===== src/rtl/bit_serializer.sv =====
// Parallel-to-serial shifter with a one-entry holding register so back-to-back
// words stream out with no idle cycles between them.
module bit_serializer #(
  parameter int unsigned WIDTH     = 8,
  parameter bit          MSB_FIRST = 1'b1,
  parameter bit          IDLE_BIT  = 1'b0
) (
  input  logic             clock,
  input  logic             reset_n,
  input  logic [WIDTH-1:0] in_data,
  input  logic             in_valid,
  output logic             in_ready,
  output logic             out_bit,
  output logic             out_valid,
  output logic             out_last,
  output logic             busy,
  output logic [15:0]      word_count
);

  localparam int unsigned IdxW = $clog2(WIDTH);
  localparam logic [IdxW-1:0] LastIdx   = IdxW'(WIDTH - 1);
  localparam logic [IdxW-1:0] PenultIdx = IdxW'(WIDTH - 2);

  typedef enum logic [0:0] {StIdle, StShift} state_e;

  state_e           state_q;
  logic [WIDTH-1:0] shift_q;
  logic [WIDTH-1:0] hold_q;
  logic             hold_full_q;
  logic [IdxW-1:0]  idx_q;
  logic             out_bit_q;
  logic             out_valid_q;
  logic             out_last_q;
  logic [15:0]      word_count_q;

  logic             xfer;
  logic             at_last;
  logic             load_en;
  logic             to_hold;
  logic [WIDTH-1:0] load_word;

  function automatic logic first_bit(input logic [WIDTH-1:0] w);
    return MSB_FIRST ? w[WIDTH-1] : w[0];
  endfunction

  // Shift so the next bit to present sits where first_bit() looks.
  function automatic logic [WIDTH-1:0] advance_word(input logic [WIDTH-1:0] w);
    return MSB_FIRST ? (w << 1) : (w >> 1);
  endfunction

  always_comb begin
    xfer      = in_valid & ~hold_full_q;
    at_last   = (state_q == StShift) & (idx_q == LastIdx);
    // hold_full_q and xfer are mutually exclusive, so hold takes priority safely.
    load_en   = ((state_q == StIdle) & xfer) | (at_last & (hold_full_q | xfer));
    load_word = hold_full_q ? hold_q : in_data;
    to_hold   = xfer & (state_q == StShift) & ~at_last;
  end

  always_ff @(posedge clock or negedge reset_n) begin
    if (!reset_n) begin
      state_q      <= StIdle;
      shift_q      <= '0;
      hold_q       <= '0;
      hold_full_q  <= 1'b0;
      idx_q        <= '0;
      out_bit_q    <= IDLE_BIT;
      out_valid_q  <= 1'b0;
      out_last_q   <= 1'b0;
      word_count_q <= '0;
    end else begin
      if (xfer) begin
        word_count_q <= word_count_q + 16'd1;
      end

      if (to_hold) begin
        hold_q      <= in_data;
        hold_full_q <= 1'b1;
      end else if (load_en && hold_full_q) begin
        hold_full_q <= 1'b0;
      end

      unique case (state_q)
        StIdle: begin
          if (load_en) begin
            state_q     <= StShift;
            shift_q     <= advance_word(load_word);
            out_bit_q   <= first_bit(load_word);
            out_valid_q <= 1'b1;
            out_last_q  <= 1'b0;
            idx_q       <= '0;
          end
        end
        StShift: begin
          if (load_en) begin
            shift_q     <= advance_word(load_word);
            out_bit_q   <= first_bit(load_word);
            out_valid_q <= 1'b1;
            out_last_q  <= 1'b0;
            idx_q       <= '0;
          end else if (at_last) begin
            state_q     <= StIdle;
            shift_q     <= '0;
            out_bit_q   <= IDLE_BIT;
            out_valid_q <= 1'b0;
            out_last_q  <= 1'b0;
            idx_q       <= '0;
          end else begin
            shift_q    <= advance_word(shift_q);
            out_bit_q  <= first_bit(shift_q);
            out_last_q <= (idx_q == PenultIdx);
            idx_q      <= idx_q + 1'b1;
          end
        end
        default: state_q <= StIdle;
      endcase
    end
  end

  assign in_ready   = ~hold_full_q;
  assign out_bit    = out_bit_q;
  assign out_valid  = out_valid_q;
  assign out_last   = out_last_q;
  assign busy       = out_valid_q | hold_full_q;
  assign word_count = word_count_q;

endmodule


===== config.mk =====
export PLATFORM = sky130hd
export DESIGN_NAME = bit_serializer
export DESIGN_NICKNAME = d
export VERILOG_FILES = /design/src/rtl/bit_serializer.sv
export SDC_FILE = /design/constraint.sdc
export NUM_CORES = 1
export LEC_CHECK = 0
export ABC_AREA = 1
export CAP_MARGIN = 5
export CORE_UTILIZATION = 57
export CTS_CLUSTER_SIZE = 30
export DETAILED_ROUTE_END_ITERATION = 16
export GPL_ROUTABILITY_DRIVEN = 1
export PLACE_DENSITY = 0.81
export SYNTH_ARGS = -nofsm -noshare
export SYNTH_HDL_FRONTEND = slang
export SYNTH_SLANG_ARGS = --single-unit

===== constraint.sdc =====
create_clock -name clock -period 4.77 [get_ports clock]
set_clock_uncertainty 0.1 [all_clocks]
set_input_delay 1.1925 -clock clock [delete_from_list [all_inputs] [get_ports clock]]
set_output_delay 1.1925 -clock clock [all_outputs]
set_load 0.02 [all_outputs]

==> flow_summary.yaml, run 1 <==
logic_synthesis:
  synthesis.nets: 225
  synth.most_common_cell: "nand2_1"
  synth-seq-area-share: 0.5026
  synthCells: 210
  ys_types: 27
  synth_top_area_cell: "dfrtp_1"
  ys_ff_latch: 39
  ys.flop_type: "dfrtp_1"
  ys_warn_count: 0
  yosys-top-cells-area: "dfrtp_1, nand2_1, inv_1, mux2_4, nand3_1"
  synth_edf_count: 0
  synth_common_cells: "nand2_1, dfrtp_1, inv_1"
  synth_top_area_share: 0.5026
  syn_area_um2: 1942
  async_reset_ff_frac: 1.000
  syn_avg_cell_area_um2: 9.247
pwr:
  power_density_nw_per_um2: 516.5
  leakage_nw: 1.199
  irDropWorstVdd_uv: 327.4
  power_mw: 1.206
layout:
  drive_gt1_frac: 0.1260
  num_antenna_cells: 0
  multi_input_area_um2: 833.3
  regArea_um2: 975.9
  area_growth_pct: 20.30
  nets: 261
  fillCellCount: 243
critical_path:
  reg2reg_slack_ns: 2.83
  cp-end-kind: "output port"
  rr_worst_depth: 7
  worst_setup_path_start_kind: "register"
  r2r-start: "idx_q[1]"
  worstSetupPathType: "reg2out"
  crit_end: "busy"
  worstPathArrival_ns: 1.83
  crit_fanout: 10
  cp-startpoint: "hold_full_q"
  critPathRequiredTime_ns: 3.48
  r2r-end: "hold_q[5]"
grt:
  grt_pass1_vias: 1361
  grt_max_degree: 40
  grt_pass1_wl_mm: 5.892
  antenna_found_initial: 0
  grt_overflow: 0
  track_usage: 0.2245
timing:
  hold_violations: 0
  min_period_ns: 3.124
  worst_pin_slew_ns: 0.8200
  fin_crit_sh: 0.6550
  fmax_mhz: 320.1
  setup_tns_ns: 0
  setup_ws_ns: 1.646
  timing.hold.ws_ns: 0.3842
  rsz0062_at_grt: "false"
  maxSlewHeadroom: 0.4533
  finalSetupViolCount: 0
  finalMaxSlewViolations: 0
place:
  hpwlAfterDp_mm: 2.533
  gp_congestion: 0.8400
  dp_slack_ns: 1.977
  portBuffers: 31
hold_path:
  holdCritPathClass: "reg2reg"
  hold_start: "shift_q[4]"
drt:
  firstDrtPassIters: 4
  wl_per_cell_um: 12.02
  vias: 1454
  drt_iter0_drc: 109
  remaining_drc_errors: 0
  drt_wl_total_mm: 3.486
  via_per_inst: 5.014
  ant_nets: 0
cts:
  clk_latency_ns: 0.34
  cts_root_buf: "clkbuf_4"
  path_clk_slew_ns: 0.11
  postCtsSetupBuffers: 0
  ctsHoldBuffers: 0
  cts.sinks: 39
  htreeDepth: 2
  cts_tree: "built"
  numCtsBuffers: 5
  cts.path.max_buffers: 2
  cts_resized: 0
run_status:
  status: "finished, final reports clean"
floorplan:
  initial_core_util: 0.6159
  pin_count: 32
  die-area_um2: 3644
  dieWidth_um: 60.37
  dieHeight_um: 60.37
  coreArea_um2: 3153
  rows: 20
job:
  drv_cap: 0
-- cell families (layout without fill, tap and decap cells) --
| logic type | count (synthesis) | in the layout | share of synthesized area |
|---|---|---|---|
| buf+inv | 30 | 66 | 0.06830 |
| fa+ha+maj | 4 | 4 | 0.02577 |
| compound gates | 13 | 13 | 0.04382 |
| xor+xnor | 11 | 11 | 0.04961 |
| simple gates | 101 | 101 | 0.2345 |
| flops | 39 | 39 | 0.5026 |
| mux | 12 | 12 | 0.07539 |
-- worst max-delay path: stages, from the launching register on --
cell and delay (ns):
dfrtp_1 0.70, inv_6 0.11, nand2_1 0.09, clkdlybuf4s50_1 0.59
-- cell type report --
cell class / count / area share
repair buffers: 31 / 0.1307
flip-flops and latches: 39 / 0.4178
clock inverters: 1 / 0.002142
inverters: 28 / 0.04713
clock buffers: 6 / 0.02196
multi-input cells: 141 / 0.3567
well taps: 44 / 0.02357
-- state kept, by name (all words and copies together), names as in the netlist --
signal,flops
hold_full_q,1
hold_q,8
idx_q,3
out_bit,1
out_last,1
out_valid,1
shift_q,7
state_q,1
word_count,16
-- stage by stage --
stage | utilization | cells | area (um2)
3_5_place_dp | 0.7230 | 283 | 2280
6_report | 0.7409 | 290 | 2336
3_3_place_gp | 0.7230 | 283 | 2280
5_1_grt | 0.7409 | 290 | 2336
4_1_cts | 0.7409 | 290 | 2336
2_1_floorplan | - | 210 | 1942
-- worst min-delay path by stage --
stage | endpoint | slack, ns | cells after the start
after floorplan | shift_q[3] | 0.34 | 2
after global placement | shift_q[2] | 0.36 | 2
after detailed placement | shift_q[2] | 0.37 | 2
after CTS | shift_q[4] | 0.40 | 2
after global routing | hold_q[7] | 0.43 | 2
final | shift_q[4] | 0.38 | 2
-- power by group --
group / total (mW) / internal, mW / switching, mW
Sequential: 0.536 / 0.442 / 0.0936
Clock: 0.169 / 0.0683 / 0.101
Combinational: 0.501 / 0.246 / 0.255
Total: 1.21 / 0.757 / 0.449
-- layout by cell type, fill, tap and decap left out, drive strengths merged --
cell / n
mux2: 6
nand2: 61
nand4: 3
xnor2: 5
ha: 4
a22o: 1
o21ai: 8
mux2i: 6
xor2: 6
clkbuf: 6
a32o: 1
nor2: 17
inv: 28
clkdlybuf4s50: 30
nand3: 14
o211ai: 2
buf: 1
or2: 5
dfrtp: 39
o22ai: 1
nor3: 1
clkinv: 1
-- metal layers --
| layer | global-route usage | part of all wire |
|---|---|---|
| met4 | 0.09967 | 0.016 |
| met1 | 0.3231 | 0.50 |
| met5 | 0 | 0 |
| met3 | 0.05757 | 0.047 |
| met2 | 0.3203 | 0.44 |
(Power assumes the default switching activity.)
==> run 2, diff against run 1 <==
--- a/config.mk
+++ b/config.mk
@@ -7,11 +7,11 @@
 export LEC_CHECK = 0
 export ABC_AREA = 1
 export CAP_MARGIN = 5
-export CORE_UTILIZATION = 57
+export CORE_UTILIZATION = 52
 export CTS_CLUSTER_SIZE = 30
 export DETAILED_ROUTE_END_ITERATION = 16
 export GPL_ROUTABILITY_DRIVEN = 1
-export PLACE_DENSITY = 0.81
+export PLACE_DENSITY = 0.74
 export SYNTH_ARGS = -nofsm -noshare
 export SYNTH_HDL_FRONTEND = slang
 export SYNTH_SLANG_ARGS = --single-unit
==> constraint.sdc (replaced) <==
create_clock -name clock -period 3.2 [get_ports clock]
set_clock_uncertainty 0.1 [all_clocks]
set_input_delay 0.8 -clock clock [delete_from_list [all_inputs] [get_ports clock]]
set_output_delay 0.8 -clock clock [all_outputs]
set_load 0.02 [all_outputs]
==> run 2 against run 1 <==
Net effect:
- flip-flop and latch count did not move
- first-iteration DRC count fell by 7.3%
- total power is 54% higher
- largest cell class unchanged
- highest routed layer unchanged
==> flow_summary.yaml, run 2 (synthesis results as in run 1) <==
run_status:
  status: "finished, final reports clean"
timing:
  fmax_mhz: 378.2
  worst_pin_slew_ns: 0.8527
  fin_crit_sh: 0.8263
  hold_violations: 0
  rsz0062_at_grt: "false"
  finalMaxSlewViolations: 0
  min_period_ns: 2.644
  setup_tns_ns: 0
  finalSetupViolCount: 0
  maxSlewHeadroom: 0.4315
critical_path:
  critPathRequiredTime_ns: 2.30
  cp-end-kind: "output port"
  crit_fanout: 10
  worst_setup_path_start_kind: "register"
  rr_worst_depth: 7
  worstPathArrival_ns: 1.74
  worstSetupPathType: "reg2out"
drt:
  firstDrtPassIters: 6
  ant_nets: 0
  vias: 1445
  drt_iter0_drc: 101
  wl_per_cell_um: 12.40
  remaining_drc_errors: 0
  via_per_inst: 4.966
  drt_wl_total_mm: 3.607
place:
  placed_cell_area_um2: 2282
  gp_congestion: 0.8519
  hpwlAfterDp_mm: 2.579
  portBuffers: 31
cts:
  htreeDepth: 2
  cts_resized: 0
  cts.path.max_buffers: 2
  clk_latency_ns: 0.29
  cts_root_buf: "clkbuf_8"
  cts.sinks: 39
  ctsHoldBuffers: 0
  numCtsBuffers: 5
  cts_tree: "built"
  path_clk_slew_ns: 0.07
  postCtsSetupBuffers: 0
pwr:
  p_sw_mw: 0.6814
  leakage_nw: 1.202
  swShare: 0.3674
  power_density_nw_per_um2: 787.6
  irDropWorstVdd_uv: 474.4
  seqPwrFrac: 0.432
  clkPwrFrac: 0.162
  combPwrFrac: 0.406
  internal-power_mw: 1.173
floorplan:
  dieHeight_um: 63.11
  coreArea_um2: 3468
  pin_count: 32
  die-area_um2: 3983
  dieWidth_um: 63.11
  rows: 21
  initial_core_util: 0.5599
layout:
  drive_gt1_frac: 0.1184
  largest_reg_flops: 16
  final_area_um2: 2355
  area_growth_pct: 21.26
  final_cell_mix: "nand2_1, dfrtp_1, clkdlybuf4s50_1"
  fin_util: 0.6789
  num_antenna_cells: 0
  final_common_cell: "nand2_1"
  nets: 261
grt:
  antenna_found_initial: 0
  grt_pass1_vias: 1407
  track_usage: 0.2126
  grt_overflow: 0
  grt_max_degree: 40
  grt_pass1_wl_mm: 6.313
job:
  drv_cap: 0
hold_path:
  hold-path-cell-count: 2
  holdCritPathClass: "reg2reg"
[run 2: critical path: stages (launching register included)]
cell	delay (ns)
dfrtp_1	0.66
inv_6	0.11
nand2_1	0.08
clkdlybuf4s50_1	0.59
[run 2: worst paths after layout]
| path | startpoint | endpoint | slack (ns) |
|---|---|---|---|
| max | hold_full_q | busy | 0.56 |
| min in group asynchronous | reset_n | shift_q[5] | 0.51 |
| min reg2reg | shift_q[6] | shift_q[6] | 0.37 |
| min | shift_q[6] | shift_q[6] | 0.37 |
| max reg2reg | idx_q[1] | hold_q[3] | 1.26 |
| max in group asynchronous | reset_n | word_count[10] | 1.94 |
[run 2: power groups by stage]
| stage | sequential [mW] | clock [mW] | combinational [mW] |
|---|---|---|---|
| 3_5_place_dp | 0.802 | 0 | 0.755 |
| 6_report | 0.802 | 0.300 | 0.753 |
| 3_3_place_gp | 0.804 | 0 | 0.737 |
| 2_1_floorplan | 0.816 | 0 | 0.508 |
| 5_1_grt | 0.827 | 0.334 | 0.829 |
| 4_1_cts | 0.800 | 0.310 | 0.759 |
[run 2: area by class of cell]
cell class,count,area [um2]
Tap cell,46,57.56
Inverter,28,110.1
Multi-Input combinational cell,141,833.3
Clock buffer,6,72.57
Fill cell,289,1114
Sequential cell,39,975.9
Timing Repair Buffer,31,305.3
[run 2: metrics by stage]
step                      power, mW  worst slack [ns]  instances  hold slack [ns]
final                         1.855            0.5558        291           0.3747
after global routing          1.989            0.4649        291           0.4122
after CTS                     1.869            0.5399        291           0.3815
after detailed placement      1.558            0.8001        285           0.3621
after global placement        1.541            0.8152        285           0.3558
after floorplan               1.323             1.494        210           0.3417
[run 2: per-layer routing]
| layer | global-route usage | vias up | routed length, um |
|---|---|---|---|
| li1 | - | 735 | - |
| met1 | 0.2881 | 663 | 1802 |
| met2 | 0.3011 | 39 | 1529 |
| met3 | 0.07790 | 8 | 201 |
| met4 | 0.09593 | 0 | 73 |
| met5 | 0 | - | 0 |
==> run 3, diff against run 2 <==
--- a/config.mk
+++ b/config.mk
@@ -7,11 +7,11 @@
 export LEC_CHECK = 0
 export ABC_AREA = 1
 export CAP_MARGIN = 5
-export CORE_UTILIZATION = 52
+export CORE_UTILIZATION = 47
 export CTS_CLUSTER_SIZE = 30
 export DETAILED_ROUTE_END_ITERATION = 16
 export GPL_ROUTABILITY_DRIVEN = 1
-export PLACE_DENSITY = 0.74
+export PLACE_DENSITY = 0.71
 export SYNTH_ARGS = -nofsm -noshare
 export SYNTH_HDL_FRONTEND = slang
 export SYNTH_SLANG_ARGS = --single-unit
==> constraint.sdc (replaced) <==
create_clock -name clock -period 2.4 [get_ports clock]
set_clock_uncertainty 0.1 [all_clocks]
set_input_delay 0.6 -clock clock [delete_from_list [all_inputs] [get_ports clock]]
set_output_delay 0.6 -clock clock [all_outputs]
set_load 0.02 [all_outputs]
==> run 3 against run 2 <==
Net effect:
- flip-flop and latch count unchanged
- design area increased by 0.74%
- non-clock buffer count increased by 2
- via count increased by 0.62%
- first-iteration DRC count decreased by 24%
- cell count increased by 1.4%
- routed wire length increased by 3.0%
- clock power increased by 33%
- count of clock-buffer cells in the layout unchanged
- sequential power increased by 30%
- critical path type unchanged
==> flow_summary.yaml, run 3 (synthesis results as in run 1) <==
run_status:
  status: "finished, final reports clean"
drt:
  drt_wl_total_mm: 3.716
  wl_per_cell_um: 12.60
  remaining_drc_errors: 0
  vias: 1454
  ant_nets: 0
  drt_iter0_drc: 77
  firstDrtPassIters: 5
  via_per_inst: 4.929
pwr:
  irDropWorstVdd_uv: 554.5
  leakage_nw: 1.212
  power_density_nw_per_um2: 1041
floorplan:
  die-area_um2: 4392
  coreArea_um2: 3799
  pin_count: 32
  initial_core_util: 0.5112
  dieWidth_um: 66.28
  dieHeight_um: 66.28
  rows: 22
place:
  portBuffers: 31
  post-place-cells: 289
  hpwlAfterDp_mm: 2.650
  gp_congestion: 0.7608
  placed_cell_area_um2: 2300
critical_path:
  reg2reg_slack_ns: 0.46
  worstPathArrival_ns: 1.44
  crit_slowest_cell: "clkdlybuf4s50_1"
  worstSetupPathType: "reg2out"
  r2r-end: "hold_q[3]"
  crit_fanout: 10
  worst_setup_path_start_kind: "register"
  cp-end-kind: "output port"
  rr_worst_depth: 7
  crit_path_max_incr_delay_ns: 0.61
  crit_chain: "inv_6, clkdlybuf4s50_1"
  r2r-start: "idx_q[1]"
  critPathRequiredTime_ns: 1.70
cts:
  numCtsBuffers: 5
  htreeDepth: 2
  cts_resized: 0
  cts.path.max_buffers: 2
  cts.sinks: 39
  ctsHoldBuffers: 0
  postCtsSetupBuffers: 0
  cts_root_buf: "clkbuf_8"
  clk_latency_ns: 0.28
  cts_tree: "built"
  path_clk_slew_ns: 0.07
layout:
  num_antenna_cells: 0
  fin_cells: 295
  fin_util: 0.6245
  nets: 263
  area_growth_pct: 22.17
  largest_reg_flops: 16
  final_common_cell: "nand2_1"
  final_area_um2: 2372
  drive_gt1_frac: 0.1255
  final_cell_mix: "nand2_1, dfrtp_1, clkdlybuf4s50_1"
hold_path:
  holdCritPathClass: "in2async"
grt:
  grt_pass1_vias: 1432
  track_usage: 0.1951
  grt_pass1_wl_mm: 6.292
  grt_overflow: 0
  grt_max_degree: 40
  antenna_found_initial: 0
timing:
  maxSlewHeadroom: 0.6714
  worst_pin_slew_ns: 0.4928
  fin_crit_sh: 0.8937
  rsz0062_at_grt: "false"
  finalMaxSlewViolations: 0
  min_period_ns: 2.145
  hold_violations: 0
  fmax_mhz: 466.3
  finalSetupViolCount: 0
  setup_tns_ns: 0
job:
  drv_cap: 0
run 3: routing by layer:
| layer | vias to the layer above | GRT usage | wire length, um |
|---|---|---|---|
| met5 | - | 0 | 0 |
| met4 | 0 | 0.08777 | 63 |
| met3 | 8 | 0.04138 | 143 |
| met2 | 34 | 0.2959 | 1626 |
| met1 | 675 | 0.2659 | 1883 |
| li1 | 737 | - | - |
run 3: worst max-delay path: cells and delay by family, from the launching register on:
| family | cells | cell delay, ns |
|---|---|---|
| buffers and inverters | 2 | 0.74 |
| flip-flops | 1 | 0.42 |
run 3: report_power, final:
group | internal, mW | switching (mW) | total (mW) | leakage, nW
registers | 0.882 | 0.153 | 1.04 | 0.478
clock network | 0.193 | 0.204 | 0.398 | 0.0371
logic | 0.497 | 0.540 | 1.04 | 0.697
total | 1.57 | 0.898 | 2.47 | 1.21
run 3: how the worst max path moves through the flow:
stage,start,to,slack (ns),cells past startpoint
floorplan,idx_q[1],hold_q[2],0.69,8
global placement,in_valid,hold_q[2],0.19,5
detailed placement,in_valid,hold_q[2],0.15,5
CTS,hold_full_q,in_ready,0.25,2
global route,hold_full_q,busy,0.19,3
finish,hold_full_q,in_ready,0.26,2
run 3: area by class of cell:
class	count	area, um2
sequential	39	975.9
timing repair buffer	33	320.3
multi-input combinational	141	833.3
fill	345	1426
tap	48	60.06
inverter	28	110.1
clock buffer	6	72.57
run 3: metrics by stage:
stage	total power, mW	hold WS [ns]	setup slack (ns)
global route	2.662	0.3049	0.1920
global placement	2.067	0.3565	0.1887
floorplan	1.765	0.2044	0.6939
finish	2.471	0.2472	0.2552
CTS	2.493	0.2714	0.2501
detailed placement	2.092	0.3618	0.1530
==> patch (config.mk and constraints of run 1) <==
Set the parameter `IDLE_BIT` to 1'b1 (it was 1'b0).
--- a/src/rtl/bit_serializer.sv
+++ b/src/rtl/bit_serializer.sv
@@ -4,5 +4,5 @@
   parameter int unsigned WIDTH     = 8,
   parameter bit          MSB_FIRST = 1'b1,
-  parameter bit          IDLE_BIT  = 1'b0
+  parameter bit          IDLE_BIT  = 1'b1
 ) (
   input  logic             clock,
Check against the original RTL: not equivalent (Yosys sat finds a counterexample within 4 cycles, from zero or initial values and one cycle with reset_n low).
==> patch against run 1 <==
Clock power increased by 14%. Cell count increased by 2.8%. Setup slack got worse by 29 ps. Global-route usage decreased by 0.55 points. Sequential power about the same. Area after synthesis decreased by 1.3%. Worst hold slack improved by 13 ps. Core utilization increased by 0.23 points. Wire length decreased by 0.69%. Design area decreased by 0.48%. Sequential cell count unchanged. Total power increased by 4.7%.
==> patch: results <==
[run_status]
status = complete, no violations

[detailed_routing]
drt_first_iter_violations = 76
dr_total_vias = 1477
wl_per_cell_microns = 11.62

[power]
seq_power_share_pct = 42.3
ir_drop_mv = 0.3196
power_leader = combinational logic
p_seq_mw = 0.535

[yosys]
synth.area.top_cells = dfrtp_1 (50%), nand2_1 (11%), inv_1 (6.1%)

[layout]
areaGrowthSynthToFinish_pct = 21.28
fillers = 238
final_nets = 268
clock_area_share_pct = 2.960

[global_route]
grt_use_total_pct = 21.90
grt_pass1_wl_mm = 5.740
use_met3_pct = 4.545
use_met2_pct = 38.89
grt_util_met1_pct = 25.81

[place]
place_inst = 290
gp_congestion = 0.8356

[critical_path]
timing.rr.end = hold_q[4]
worstPathMaxFanout = 13
critPathArrivalTime_ps = 1860
r2r_slack_ps = 2540

[timing]
period_needed_ps = 3153
-- patch: changes by cell type after synthesis, moves of 2 or more --
cell     before  now
a21oi_1       0    8
nand3_1      13    6
o21ai_1       0    7
inv_1        25   31
or2_2         5    0
mux2_4        5    1
buf_2         0    2
mux2_2        1    3
mux2i_1       6    4
nand2_1      58   56
nor2_1       14   16
nor2_4        0    2
-- patch: how the worst max path moves through the flow --
| stage | from | to |
|---|---|---|
| 6_report | hold_full_q | busy |
| 4_1_cts | hold_full_q | busy |
| 3_5_place_dp | hold_full_q | busy |
| 3_3_place_gp | hold_full_q | busy |
| 2_1_floorplan | hold_full_q | busy |
| 5_1_grt | hold_full_q | busy |
-- patch: kinds of logic after synthesis --
logic type | Yosys count | synth area share [%]
buf+inv | 37 | 7.767
flops | 39 | 50.98
mux | 8 | 4.634
compound gates | 27 | 7.572
simple gates | 92 | 21.41
xor+xnor | 11 | 5.026
fa+ha+maj | 4 | 2.611
